### config.mk
export PLATFORM = sky130hd
export DESIGN_NAME = gpu_csr_bank
export DESIGN_NICKNAME = d
export VERILOG_FILES = /design/src/rtl/gpu_csr_bank.sv
export SDC_FILE = /design/constraint.sdc
export NUM_CORES = 2
export LEC_CHECK = 0
export ABC_CLOCK_PERIOD_IN_PS = 4000
export BUFFER_PORTS_ARGS = -buffer_cell sky130_fd_sc_hd__clkbuf_2
export CAP_MARGIN = 15
export CORE_ASPECT_RATIO = 1.5
export CORE_MARGIN = 8
export CORE_UTILIZATION = 55
export CTS_BUF_LIST = sky130_fd_sc_hd__clkbuf_2
export DETAILED_ROUTE_END_ITERATION = 12
export PLACE_DENSITY = 0.84
export REMOVE_ABC_BUFFERS = 1
export SYNTH_ARGS = -nofsm -noshare
export SYNTH_HDL_FRONTEND = slang
export SYNTH_SLANG_ARGS = --single-unit
### constraint.sdc
create_clock -name clk_i -period 4 [get_ports clk_i]
set_input_delay 1 -clock clk_i [delete_from_list [all_inputs] [get_ports clk_i]]
set_output_delay 1 -clock clk_i [all_outputs]
set_load 0.005 [all_outputs]
### src/rtl/gpu_csr_bank.sv
// Control/status register bank for a GPU engine: byte-writable general registers,
// CTRL/STATUS/ID registers and a two-state launch FSM driving start/busy/irq.
module gpu_csr_bank #(
    parameter int BYTES_PER_REG = 4,
    parameter int REG_COUNT     = 32,
    parameter int EXPORT_COUNT  = 8,
    parameter     ID_VALUE      = 32'h4750_0001,
    localparam int WIDTH        = 8 * BYTES_PER_REG,
    localparam int ADDR_BITS    = $clog2(REG_COUNT * BYTES_PER_REG)
) (
    input  logic                          clk_i,
    input  logic                          rst_ni,
    input  logic                          en_i,
    input  logic [ADDR_BITS-1:0]          addr_i,
    input  logic [WIDTH-1:0]              din_i,
    input  logic [BYTES_PER_REG-1:0]      we_i,
    output logic [WIDTH-1:0]              dout_o,
    output logic [EXPORT_COUNT*WIDTH-1:0] regs_o,
    input  logic                          done_i,
    output logic                          start_o,
    output logic                          busy_o,
    output logic                          irq_o
);

    localparam int NGEN     = REG_COUNT - 3;
    localparam int IDX_BITS = $clog2(BYTES_PER_REG);
    localparam logic [31:0] CTRL_IDX   = 32'(REG_COUNT - 3);
    localparam logic [31:0] STATUS_IDX = 32'(REG_COUNT - 2);
    localparam logic [31:0] ID_IDX     = 32'(REG_COUNT - 1);
    localparam logic [WIDTH-1:0] ID_W  = WIDTH'(ID_VALUE);

    typedef enum logic {IDLE = 1'b0, RUN = 1'b1} state_t;

    state_t             r_state;
    state_t             w_state_next;
    logic [WIDTH-1:0]   r_gen [NGEN];
    logic [WIDTH-1:0]   r_dout;
    logic               r_irq_en;
    logic               r_done;
    logic               r_err;
    logic               r_start;
    logic               w_start_next;
    logic               w_done_set;
    logic               w_err_set;
    logic [31:0]        w_idx;
    logic               w_busy;
    logic               w_ctrl_wr;
    logic               w_status_wr;
    logic               w_start_wr;
    logic               w_done_clr;
    logic               w_err_clr;
    logic [WIDTH-1:0]   w_rd_data;

    assign w_idx       = 32'(addr_i >> IDX_BITS);
    assign w_busy      = (r_state == RUN);
    assign w_ctrl_wr   = en_i && (w_idx == CTRL_IDX) && we_i[0];
    assign w_status_wr = en_i && (w_idx == STATUS_IDX) && we_i[0];
    assign w_start_wr  = w_ctrl_wr && din_i[0];
    assign w_done_clr  = w_status_wr && din_i[1];
    assign w_err_clr   = w_status_wr && din_i[2];

    always_ff @(posedge clk_i or negedge rst_ni) begin
        if (!rst_ni) begin
            r_state <= IDLE;
            r_start <= 1'b0;
        end else begin
            r_state <= w_state_next;
            r_start <= w_start_next;
        end
    end

    // A START write while running is an error, even when it coincides with done_i.
    always_comb begin
        w_state_next = r_state;
        w_start_next = 1'b0;
        w_done_set   = 1'b0;
        w_err_set    = 1'b0;
        case (r_state)
            IDLE: begin
                if (w_start_wr) begin
                    w_state_next = RUN;
                    w_start_next = 1'b1;
                end
            end
            RUN: begin
                w_err_set = w_start_wr;
                if (done_i) begin
                    w_state_next = IDLE;
                    w_done_set   = 1'b1;
                end
            end
            default: w_state_next = IDLE;
        endcase
    end

    always_comb begin
        w_rd_data = '0;
        for (int k = 0; k < NGEN; k++) begin
            if (w_idx == 32'(k)) w_rd_data = r_gen[k];
        end
        if (w_idx == CTRL_IDX) begin
            w_rd_data[1] = r_irq_en;
        end else if (w_idx == STATUS_IDX) begin
            w_rd_data[2:0] = {r_err, r_done, w_busy};
        end else if (w_idx == ID_IDX) begin
            w_rd_data = ID_W;
        end
    end

    always_ff @(posedge clk_i or negedge rst_ni) begin
        if (!rst_ni) begin
            for (int k = 0; k < NGEN; k++) r_gen[k] <= '0;
        end else begin
            for (int k = 0; k < NGEN; k++) begin
                for (int j = 0; j < BYTES_PER_REG; j++) begin
                    if (en_i && we_i[j] && (w_idx == 32'(k)))
                        r_gen[k][8*j +: 8] <= din_i[8*j +: 8];
                end
            end
        end
    end

    // Hardware set takes priority over a same-cycle write-1-to-clear.
    always_ff @(posedge clk_i or negedge rst_ni) begin
        if (!rst_ni) begin
            r_dout   <= '0;
            r_irq_en <= 1'b0;
            r_done   <= 1'b0;
            r_err    <= 1'b0;
        end else begin
            if (en_i) r_dout <= w_rd_data;
            if (w_ctrl_wr) r_irq_en <= din_i[1];
            r_done <= w_done_set | (r_done & ~w_done_clr);
            r_err  <= w_err_set  | (r_err  & ~w_err_clr);
        end
    end

    generate
        for (genvar gi = 0; gi < EXPORT_COUNT; gi++) begin : g_export
            assign regs_o[gi*WIDTH +: WIDTH] = r_gen[gi];
        end
    endgenerate

    assign dout_o  = r_dout;
    assign start_o = r_start;
    assign busy_o  = w_busy;
    assign irq_o   = r_irq_en & (r_done | r_err);

endmodule

After elaboration in Yosys (flattened, before gate mapping)

Cells that the tools add are included.

Memory bits (writable): 0
Logic and storage cells: 332
Memory bits (read-only): 0
Output and inout port bits: 291
Memories: 0
Bits in latches: 0
Bits in registers: 965

Muxes and demuxes: 42
Div/mod/pow operators: 0
Eq/ne operators: 31
Order comparisons: 0
Bitwise gates (word level): 9
Multipliers: 0
$add $sub $neg: 0
Shift-type cells: 0
Reduce and logical (&&, ||, !) cells: 128

Operator list:

| cell                 | number |
|---|---|
| $mux W32             | 30 |
| $logic_and A1 B1 Y1  | 127 |
| $eq A5 B5 Y1 const B | 16 |
| $eq A5 B4 Y1 const B | 8 |
| $logic_not A32 Y1    | 1 |
| $mux W30             | 1 |
| $mux W29             | 1 |
| $eq A5 B3 Y1 const B | 4 |
| $eq A5 B2 Y1 const B | 2 |
| $mux W1              | 8 |
| $eq A5 B1 Y1 const B | 1 |
| $and A1 B1 Y1        | 3 |
| $mux W3              | 1 |
| $not A1 Y1           | 3 |
| $or A1 B1 Y1         | 3 |
| $pmux W1 S2          | 1 |

Logic depth before layout (Yosys ltp)

Depth in word-level cells: 33
Mapped depth: 11
Mapped depth without buffers: 6

Worst setup path before layout

No wires, ideal clock.

Path kind: in2reg
Start point: input addr_i[2]
End point: register r_dout[20], in the netlist dout_o[20]
Arrival: 2603 ps
Stages: 10
Slack: 1275 ps
Setup time: 121 ps
Cell sequence: buf_4 > buf_4 > buf_4 > buf_2 > mux2i_1 > nand2_1 > a222oi_1 > o211ai_1 > a41oi_1 > nor2_1

Cells in the longest elaborated chain, start to end: 33
Elaborated cells on any way between the ends: 64

RTL lines:

| item                   | line | source |
|---|---|---|
| start, declared        | 14   | `input logic [ADDR_BITS-1:0] addr_i,` |
| $logic_not A32 Y1      | 99   | `if (w_idx == 32'(k)) w_rd_data = r_gen[k];` |
| $mux W32 (29 in a row) | 99   |  |
| $mux W32               | 105  | `end else if (w_idx == ID_IDX) begin` |
| $mux W29               | 103  | `end else if (w_idx == STATUS_IDX) begin` |
| $mux W30 (*)           | 101  | `if (w_idx == CTRL_IDX) begin` |
| end signal, assigned   | 131  | `if (en_i) r_dout <= w_rd_data;` |
| end, declared          | 37   | `logic [WIDTH-1:0] r_dout;` |

Mark *: on every way between the ends. The rest lies on a longest branch, timed or not.
A chain may end at the register's enable or synchronous reset.

Worst setup path in the final report

Start point: register r_gen (netlist bit regs_o[152])
End point: output regs_o[152]

RTL lines:

| item                            | line | source |
|---|---|---|
| start, declared                 | 36   | `logic [WIDTH-1:0] r_gen [NGEN];` |
| start signal, assigned by index | 117  | `r_gen[k][8*j +: 8] <= din_i[8*j +: 8];` |
| end, declared                   | 18   | `output logic [EXPORT_COUNT*WIDTH-1:0] regs_o,` |

No word-level cell between the ends.

==> summary.txt <==
Comb pwr share = 15.5%
min-delay worst type = in2reg
Final Cycle Share = 84.0%
post-detail-place hpwl = 121000 um
Placement Cell Area = 49100 um2
final core occ = 60.8%
clock network power share = 30.4%
Slew Limit Fails = 0
final setup vio count = 0
placed cell count = 4967
num ports = 338
area delta synth->final = 10.1%
P_leak = 0.0248 uW
max_slew headroom = 12.5%
via count = 36065
routed wire length = 171000 um
synth top area cells = dfrtp_1 52%, mux2_2 23%, buf_4 4.5%
H-tree Lvls = 4
largest net degree at the start of global routing = 114
core outline area = 84600 um2
CP Launch Point = regs_o[152]
worst slew pin tran = 1.30 ns
top-count cell post-synth = dfrtp_1
flop-to-flop setup slack = 1.68 ns
fraction of layout cells with a size suffix above 1 = 49.4%
status = completed
GRT Util Overall = 35.6%
number of flops mapped to enable cells by yosys = 0
Crit Path Class = reg2out
Cell Area, Synth = 46700 um2
Power Total = 22000 uW
clock tree buffer depth = 3
P per Cell Area = 429 nW/um2
data arrival time of the critical path = 2.36 ns
crit-path cells = clkbuf_2
crit path to = regs_o[152]
Yosys Warn Count = 0
critical path peak fanout = 3
Sw Share = 30.5%
Initial DRT Pass Iterations = 7
initial DRC count = 4656
fin cells = 5381
RD Place Congestion = 1.04
number of core rows = 131
FF+latch count, synth = 965
Peak VDD IR = 0.000252 V
worst skew pair latency = 1.63 ns
Synth cell types = 92
Fin. Hold Viols = 0
DIE WIDTH = 254 um
Num Clock Sinks = 965
chip height = 373 um
ANT nets after route = 0
Yosys top cell by area = dfrtp_1
Max Cap Viol = 0
Seq pwr share = 54.1%
critical path depth = 1
Critical Path Start Type = flip-flop
starting density of the core = 55.2%
switching pwr = 6720 uW
clock root cell = clkbuf_2
routed len/inst = 31.8 um
die area = 94700 um2
Crit-path slowest cell = dfrtp_1
initial antenna violation count = 12
Crit path largest cell delay = 0.53 ns
final setup TNS = 0 ns
Num CTS Buffers = 216
CTS tree = done
Reg clk slew, reported paths = 0.12 ns
delay-heaviest family, CP = flip-flops
CP bufs+invs = 1
Synth async-reset ratio = 100%
Critical R2R Capture = dout_o[1]
CP Capture Type = output port
worst r2r src = regs_o[65]
ys flop type = dfrtp_1
internal cell power = 15300 uW
share of the synthesized area in the top cell type = 51.7%
Mapped Cells = 3742
RSZ-0062 raised after global routing = no
Clock Skews = 0.107 ns
post-layout min period = 3.36 ns
vias in the first global route = 36999
design area = 51400 um2
sequential share of the synthesized area = 51.7%
DRC violations left = 0
worst path required time = 3.00 ns
Final nets = 4113
Post-synth top cells = 965 x dfrtp_1, 940 x mux2_2, 281 x buf_4
port bufs = 335
overflow left after global routing = 0
R2R depth = 6
fmax = 0.298 GHz
average cell area after synthesis = 12.5 um2
Vias/cell = 6.70
first-pass GRT wire length = 248000 um
## cell families (layout without fill, tap and decap cells)
family / Yosys count / after routing / synth area share (%)
DFF: 965 / 965 / 51.7
buffers and inverters: 531 / 1026 / 6.86
other: 0 / 14 / 0
muxes: 996 / 996 / 24.4
and+or+nand+nor: 614 / 614 / 7.28
AOI/OAI and AO/OA: 636 / 636 / 9.77
## power by group through the flow
stage                     Combinational, uW  Clock [uW]  Sequential, uW
after CTS                              3370        6740           11900
after floorplan                        1670           0           11800
after global placement                 3220           0           12000
after global routing                   3610        7240           12100
after detailed placement               3340           0           12100
final                                  3410        6700           11900
## metrics by stage
step                hold slack [ns]  setup slack [ns]
finish                        0.128             0.641
global route                 0.0214             0.477
CTS                         0.00219             0.518
detailed placement            0.485            0.0294
global placement              0.479            0.0418
floorplan                     0.471             0.232
## final cells by class
cell class	instances	area, um2
Timing Repair Buffer	623	4270
Fill cell	6686	33200
Tap cell	1130	1410
Antenna cell	14	35.0
Sequential cell	965	24100
Multi-Input combinational cell	2246	19400
Clock inverter	62	454
Clock buffer	327	1640
Inverter	14	52.6
## state kept, by name, indices dropped and copies added (netlist names)
name and cells:
r_irq_en 1, busy_o 1, dout_o 32, r_err 1, r_gen 672, regs_o 256, start_o 1, r_done 1
## how the worst min path moves through the flow
stage                    start     endpoint  slack (ns)  cells after the start
finish               din_i[22]   regs_o[22]        0.13                      2
global route         din_i[13]  regs_o[237]        0.02                      2
CTS                   din_i[9]  regs_o[169]       0.002                      2
detailed placement  dout_o[16]   dout_o[16]        0.49                      1
global placement    dout_o[16]   dout_o[16]        0.48                      1
floorplan           r_gen[393]   r_gen[393]        0.47                      1
## what timing repair did
action / 4_1_cts / 5_1_grt
setup buffers: 0 / 0
hold buffers: 11 / 0
endpoints found under the hold margin: 689 / 0
gates resized for setup: 0 / 0
## layout by cell type, fill, tap and decap left out, types with 16 or more instances in the layout
master and n:
a2111oi_0 19, a211oi_1 18, a21oi_1 83, a221oi_1 32, a222oi_1 18, a22oi_1 133, a31oi_1 16, and3_1 39
buf_12 29, buf_4 249, clkbuf_2 659, clkinv_1 40, dfrtp_1 965, mux2_2 940, mux2i_1 36, mux4_2 19
nand2_1 129, nand3_1 38, nor2_1 104, nor2_2 118, nor2b_1 18, nor3_1 22, nor4_1 19, o211ai_1 17
o21ai_0 97, o22ai_1 35
## metal layers
| metal | vias to the layer above | track usage (%) | part of all wire (%) |
|---|---|---|---|
| li1 | 14307 | - | - |
| met1 | 18088 | 40.2 | 33 |
| met2 | 2733 | 55.2 | 46 |
| met3 | 925 | 11.8 | 12 |
| met4 | 12 | 27.4 | 9.3 |
| met5 | - | 0.675 | 0.089 |
Power figures use the tool's default switching activity.
